File: src/rtl/key_debounce_encoder.sv
// key_debounce_encoder
// Two-flop synchronizer, debounce state machine and one-hot-to-code encoder
// for the 20 calculator pushbuttons. Produces the debounced key-valid level
// (keyclk), the accepted key code (keyout), a one-cycle press strobe
// (key_pulse) and a multiple-keys-down flag (multi_key).
// Optional feature macro: KEY_REPEAT_EN (auto-repeat while a key is held).
module key_debounce_encoder #(
   parameter int unsigned NUM_KEYS        = 20,
   parameter int unsigned DEBOUNCE_CYCLES = 16,
   parameter int unsigned REPEAT_DELAY    = 64,
   parameter int unsigned REPEAT_PERIOD   = 16
) (
   input  logic                clk,
   input  logic                rst,
   input  logic [NUM_KEYS-1:0] buttons,
   output logic [4:0]          keyout,
   output logic                keyclk,
   output logic                key_pulse,
   output logic                multi_key
);

   localparam int unsigned CNT_W = $clog2(DEBOUNCE_CYCLES) + 1;
   localparam int unsigned POP_W = $clog2(NUM_KEYS + 1);
   localparam logic [CNT_W-1:0] CNT_LAST = CNT_W'(DEBOUNCE_CYCLES - 1);

   // Reject parameter values the counters cannot represent.
   if (DEBOUNCE_CYCLES < 1) begin : g_bad_debounce
      $error("DEBOUNCE_CYCLES must be at least 1");
   end
   if (REPEAT_DELAY < 1 || REPEAT_PERIOD < 1) begin : g_bad_repeat
      $error("REPEAT_DELAY and REPEAT_PERIOD must be at least 1");
   end
   if (NUM_KEYS > 32) begin : g_bad_keys
      $error("NUM_KEYS must fit a 5-bit code");
   end

   typedef enum logic [1:0] {
      ST_IDLE,
      ST_DEB_PRESS,
      ST_PRESSED,
      ST_DEB_RELEASE
   } state_t;

   state_t              r_state;
   logic [NUM_KEYS-1:0] r_sync1;
   logic [NUM_KEYS-1:0] r_sync2;
   logic [CNT_W-1:0]    r_cnt;
   logic [4:0]          r_cand;

   logic [POP_W-1:0]    w_ones;
   logic [4:0]          w_idx;
   logic                w_single;
   logic                w_match;
   logic                w_zero;
   logic [NUM_KEYS-1:0] w_cand_hot;

`ifdef KEY_REPEAT_EN
   localparam int unsigned REP_MAX = (REPEAT_DELAY > REPEAT_PERIOD) ? REPEAT_DELAY : REPEAT_PERIOD;
   localparam int unsigned REP_W   = $clog2(REP_MAX) + 1;

   logic [REP_W-1:0] r_rep_cnt;
   logic             r_rep_first;
   logic             r_rep_restore;
   logic [REP_W-1:0] w_rep_last;
`endif

   // Population count and index of the synchronized button vector.
   always_comb begin
      w_ones = '0;
      w_idx  = '0;
      for (int unsigned i = 0; i < NUM_KEYS; i++) begin
         w_ones = w_ones + POP_W'(r_sync2[i]);
         if (r_sync2[i]) begin
            w_idx = 5'(i);
         end
      end
      w_single   = (w_ones == POP_W'(1));
      w_cand_hot = NUM_KEYS'(1) << r_cand;
      w_match    = (r_sync2 == w_cand_hot);
      w_zero     = (r_sync2 == '0);
   end

`ifdef KEY_REPEAT_EN
   // Terminal count of the repeat counter: initial delay first, then the period.
   always_comb begin
      w_rep_last = r_rep_first ? REP_W'(REPEAT_DELAY - 1) : REP_W'(REPEAT_PERIOD - 1);
   end
`endif

   // Synchronizer, debounce FSM and registered outputs.
   always_ff @(posedge clk) begin
      if (rst) begin
         r_sync1   <= '0;
         r_sync2   <= '0;
         r_state   <= ST_IDLE;
         r_cnt     <= '0;
         r_cand    <= '0;
         keyout    <= '0;
         keyclk    <= 1'b0;
         key_pulse <= 1'b0;
         multi_key <= 1'b0;
`ifdef KEY_REPEAT_EN
         r_rep_cnt     <= '0;
         r_rep_first   <= 1'b0;
         r_rep_restore <= 1'b0;
`endif
      end else begin
         r_sync1   <= buttons;
         r_sync2   <= r_sync1;
         multi_key <= (w_ones > POP_W'(1));
         key_pulse <= 1'b0;

         case (r_state)
            ST_IDLE: begin
               if (w_single) begin
                  r_state <= ST_DEB_PRESS;
                  r_cand  <= w_idx;
                  r_cnt   <= '0;
               end
            end

            ST_DEB_PRESS: begin
               if (w_match) begin
                  if (r_cnt == CNT_LAST) begin
                     r_state   <= ST_PRESSED;
                     keyout    <= r_cand;
                     keyclk    <= 1'b1;
                     key_pulse <= 1'b1;
`ifdef KEY_REPEAT_EN
                     r_rep_cnt     <= '0;
                     r_rep_first   <= 1'b1;
                     r_rep_restore <= 1'b0;
`endif
                  end else begin
                     r_cnt <= r_cnt + 1'b1;
                  end
               end else begin
                  r_state <= ST_IDLE;
               end
            end

            ST_PRESSED: begin
               if (!w_match) begin
                  r_state <= ST_DEB_RELEASE;
                  r_cnt   <= '0;
`ifdef KEY_REPEAT_EN
                  r_rep_cnt     <= '0;
                  r_rep_first   <= 1'b1;
                  r_rep_restore <= 1'b0;
`endif
               end else begin
`ifdef KEY_REPEAT_EN
                  // Repeat: drop keyclk for one cycle, then raise it with a new strobe.
                  if (r_rep_restore) begin
                     keyclk        <= 1'b1;
                     key_pulse     <= 1'b1;
                     r_rep_restore <= 1'b0;
                     r_rep_first   <= 1'b0;
                     r_rep_cnt     <= '0;
                  end else if (r_rep_cnt == w_rep_last) begin
                     keyclk        <= 1'b0;
                     r_rep_restore <= 1'b1;
                  end else begin
                     r_rep_cnt <= r_rep_cnt + 1'b1;
                  end
`endif
               end
            end

            ST_DEB_RELEASE: begin
               if (w_zero) begin
                  if (r_cnt == CNT_LAST) begin
                     r_state <= ST_IDLE;
                     keyclk  <= 1'b0;
                  end else begin
                     r_cnt <= r_cnt + 1'b1;
                  end
               end else if (w_match) begin
                  r_state <= ST_PRESSED;
`ifdef KEY_REPEAT_EN
                  // A release that began during a repeat low phase restores the held level.
                  keyclk  <= 1'b1;
`endif
               end else begin
                  r_cnt <= '0;
               end
            end

            default: begin
               r_state <= ST_IDLE;
            end
         endcase
      end
   end

endmodule
File: config.mk
export PLATFORM = sky130hd
export DESIGN_NAME = key_debounce_encoder
export DESIGN_NICKNAME = d
export VERILOG_FILES = /design/src/rtl/key_debounce_encoder.sv
export SDC_FILE = /design/constraint.sdc
export NUM_CORES = 1
export LEC_CHECK = 0
export BUFFER_PORTS_ARGS = -buffer_cell sky130_fd_sc_hd__buf_2
export CAP_MARGIN = 20
export CORE_MARGIN = 1
export CORE_UTILIZATION = 30
export CTS_CLUSTER_DIAMETER = 120
export DETAILED_ROUTE_END_ITERATION = 16
export GPL_ROUTABILITY_DRIVEN = 0
export PLACE_DENSITY = 0.48
export SLEW_MARGIN = 20
export SYNTH_ARGS = -nofsm -noshare
export SYNTH_HDL_FRONTEND = slang
export SYNTH_SLANG_ARGS = --single-unit
File: constraint.sdc
create_clock -name clk -period 15 [get_ports clk]
set_clock_uncertainty 0.05 [all_clocks]
set_input_delay 2.25 -clock clk [delete_from_list [all_inputs] [get_ports clk]]
set_output_delay 2.25 -clock clk [all_outputs]
set_load 0.05 [all_outputs]
==> impl_metrics.json <==
{
  "outcome": "finished clean",
  "crit_top_cell": "fa_1",
  "portBuffers": 29,
  "final_cell_mix": "dfxtp_1, nor2b_1, inv_1",
  "post_cts_buffers": 0,
  "place_hpwl_um": 5530,
  "synthCells": 357,
  "area_delta_synth_final_pct": 12.7,
  "cts_resized": 0,
  "slowest_stage": "fa_1",
  "worst_setup_path_end_kind": "flip-flop",
  "fin_setup_tns_ps": 0,
  "grt_max_degree": 68,
  "crit_arrival_ps": 5330,
  "avgSynthCellArea_um2": 9.34,
  "clk_pin_slew_ps": 70,
  "yosys_warnings": 0,
  "clk_latency_ps": 340,
  "htree_levels": 3,
  "drt_iter0_markers": 109,
  "synth_edf_count": 0,
  "post-place-cells": 510,
  "cp_cell_sequence": "fa_1 > inv_1 > fa_1 > fa_1 > fa_1 > fa_1 > inv_1 > ha_1 > fa_1 > nor4_1 > and4_1 > and2_1 > o21bai_1 > mux2_1 > a311oi_1",
  "r2r_start": "r_sync2[7]$_SDFF_PP0_",
  "antenna_cells": 0,
  "yosysUniqueCellTypes": 64,
  "hold_class": "flip-flop to flip-flop",
  "use_met3_pct": 2.91,
  "syn_area_um2": 3330,
  "numCtsBuffers": 9,
  "cpPeakStageDelay_ps": 540,
  "avgRoutedWirePerCell_um": 14.8,
  "ir_worst_vdd_mv": 0.0428,
  "setup_viol": 0,
  "fp.dieH_um": 107,
  "use_met2_pct": 24.1,
  "p_leak_nw": 1.48,
  "ant_nets": 0,
  "synth_seq_cells": 60,
  "fill_cells": 1131,
  "grt_overflow": 0,
  "layout-drive-gt1-share_pct": 14.8,
  "synth_fp_nets": 402,
  "clock-sinks": 60,
  "tritoncts": "done",
  "initial_core_util_pct": 30.8,
  "startpoint_type": "flip-flop",
  "num_io_pins": 30,
  "antenna_found_initial": 0,
  "final_cells": 525,
  "grt_pass1_wl_um": 12800,
  "fmax_mhz": 193,
  "coreArea_um2": 10800,
  "rows": 38,
  "cp.required_ps": 15140,
  "crit_fanout": 12,
  "grt-busiest-layer": "met2",
  "via_per_inst": 4.84,
  "rr_worst_depth": 15,
  "cts_hold_buf": 0,
  "final_nets": 426,
  "hold_depth": 1,
  "min_from": "r_sync1[12]$_SDFF_PP0_",
  "finalCritPeriodShare_pct": 34.6,
  "final_common_cell": "dfxtp_1",
  "ys.flop_type": "dfxtp_1",
  "die_w_um": 107,
  "path_class": "flip-flop to flip-flop",
  "clock_path_buffers": 2,
  "use_met1_pct": 19.2,
  "wirelength_um": 7760,
  "worst_pin_slew_ps": 848,
  "rsz0062_at_grt": "false",
  "cap_violations": 0,
  "grt_usage_pct": 14.8,
  "relSlewSlack_pct": 42.7,
  "r2r_end": "r_cnt[4]$_SDFFE_PP0P_",
  "drv_slew": 0,
  "min_to": "r_sync2[12]$_SDFF_PP0_",
  "drc_errors": 0,
  "grt_pass1_vias": 2490,
  "drt-pass1-iter-count": 4,
  "rrSetupSlack_ps": 9810,
  "p_per_area_nw_per_um2": 142,
  "min_period_ps": 5190,
  "vias": 2539,
  "cts-root-buf": "clkbuf_8",
  "die-area_um2": 11500,
  "async_reset_ff_share_pct": 0,
  "hold_violations": 0,
  "ys_seq_area_share_pct": 36.0
}
cell families after synthesis:
logic type,share of synthesized area [%]
adder cells (fa/ha/maj),11.8
flip-flops,36.0
buffers and inverters,6.90
AND/OR/NAND/NOR,29.6
AO/OA/AOI/OAI,12.1
XOR/XNOR,0.525
multiplexers,3.08
sequential cells by signal (all words and copies together) (netlist names):
name / cells
keyout: 5
r_cand: 5
r_state: 2
key_pulse: 1
r_cnt: 5
r_sync2: 20
multi_key: 1
r_sync1: 20
keyclk: 1
cells in the mapped netlist (5+ instances only):
master | instances | share of area (%)
a311oi_1 | 5 | 1.3
nand2_1 | 13 | 1.5
fa_1 | 14 | 8.4
clkbuf_1 | 9 | 1.0
dfxtp_1 | 60 | 36
nor3b_1 | 5 | 1.1
nand2b_1 | 5 | 0.94
nor4_1 | 8 | 1.5
inv_1 | 32 | 3.6
buf_6 | 5 | 1.7
nor2_1 | 23 | 2.6
nand3_1 | 10 | 1.5
nor2b_1 | 45 | 8.4
ha_1 | 9 | 3.4
nor3_1 | 10 | 1.5
a21oi_1 | 14 | 2.1
mux2i_1 | 8 | 2.4
o21ai_0 | 10 | 1.5
per-stage QoR:
| stage | setup WS, ps | power [mW] | hold WS (ps) | cell area [um^2] | utilization [%] |
|---|---|---|---|---|---|
| 2_1_floorplan | 10190 | 0.348 | 364 | 3330 | - |
| 3_3_place_gp | 9950 | 0.379 | 371 | 3550 | 32.8 |
| 3_5_place_dp | 9850 | 0.381 | 371 | 3550 | 32.8 |
| 4_1_cts | 9820 | 0.539 | 386 | 3760 | 34.7 |
| 5_1_grt | 9490 | 0.570 | 402 | 3760 | 34.7 |
| 6_report | 9810 | 0.534 | 386 | 3760 | 34.7 |
final cells by class:
cell class | instances | area [um^2] | share of cell area [%]
clock buffer | 10 | 128 | 3.40
clock inverter | 5 | 77.6 | 2.06
inverter | 32 | 120 | 3.20
multi-input combinational | 248 | 1900 | 50.6
sequential | 60 | 1200 | 32.0
tap | 140 | 175 | 4.66
timing repair buffer | 30 | 153 | 4.06
power breakdown:
| part | total, mW | internal, mW | switching [mW] |
|---|---|---|---|
| registers | 0.215 | 0.173 | 0.0422 |
| clock network | 0.157 | 0.0921 | 0.0650 |
| logic | 0.161 | 0.0732 | 0.0882 |
metal layers:
layer,vias to the layer above,wire length [um],part of all wire [%]
met4,0,121,1.6
met1,1199,3800,49
met2,50,3540,46
met5,-,0,0
met3,8,295,3.8
li1,1282,-,-
worst max path at each step:
stage	start	to	slack [ps]	cells past startpoint
global placement	r_sync2[0]$_SDFF_PP0_	r_cnt[4]$_SDFFE_PP0P_	9950	15
global route	r_sync2[7]$_SDFF_PP0_	r_cnt[4]$_SDFFE_PP0P_	9490	15
detailed placement	r_sync2[7]$_SDFF_PP0_	r_cnt[4]$_SDFFE_PP0P_	9850	15
CTS	r_sync2[7]$_SDFF_PP0_	r_cnt[4]$_SDFFE_PP0P_	9820	15
floorplan	r_sync2[0]$_SDFF_PP0_	r_cand[0]$_SDFFE_PP0P_	10190	15
finish	r_sync2[7]$_SDFF_PP0_	r_cnt[4]$_SDFFE_PP0P_	9810	15
critical path, delay by kind of cell, from the launching register on:
family / cells / cell delay, ps
AOI/OAI and AO/OA: 2 / 230
adders and majority gates: 7 / 2980
buffers and inverters: 2 / 120
DFF: 1 / 480
muxes: 1 / 140
and+or+nand+nor: 3 / 1020
Note: power is estimated with default switching activity, not from simulation.
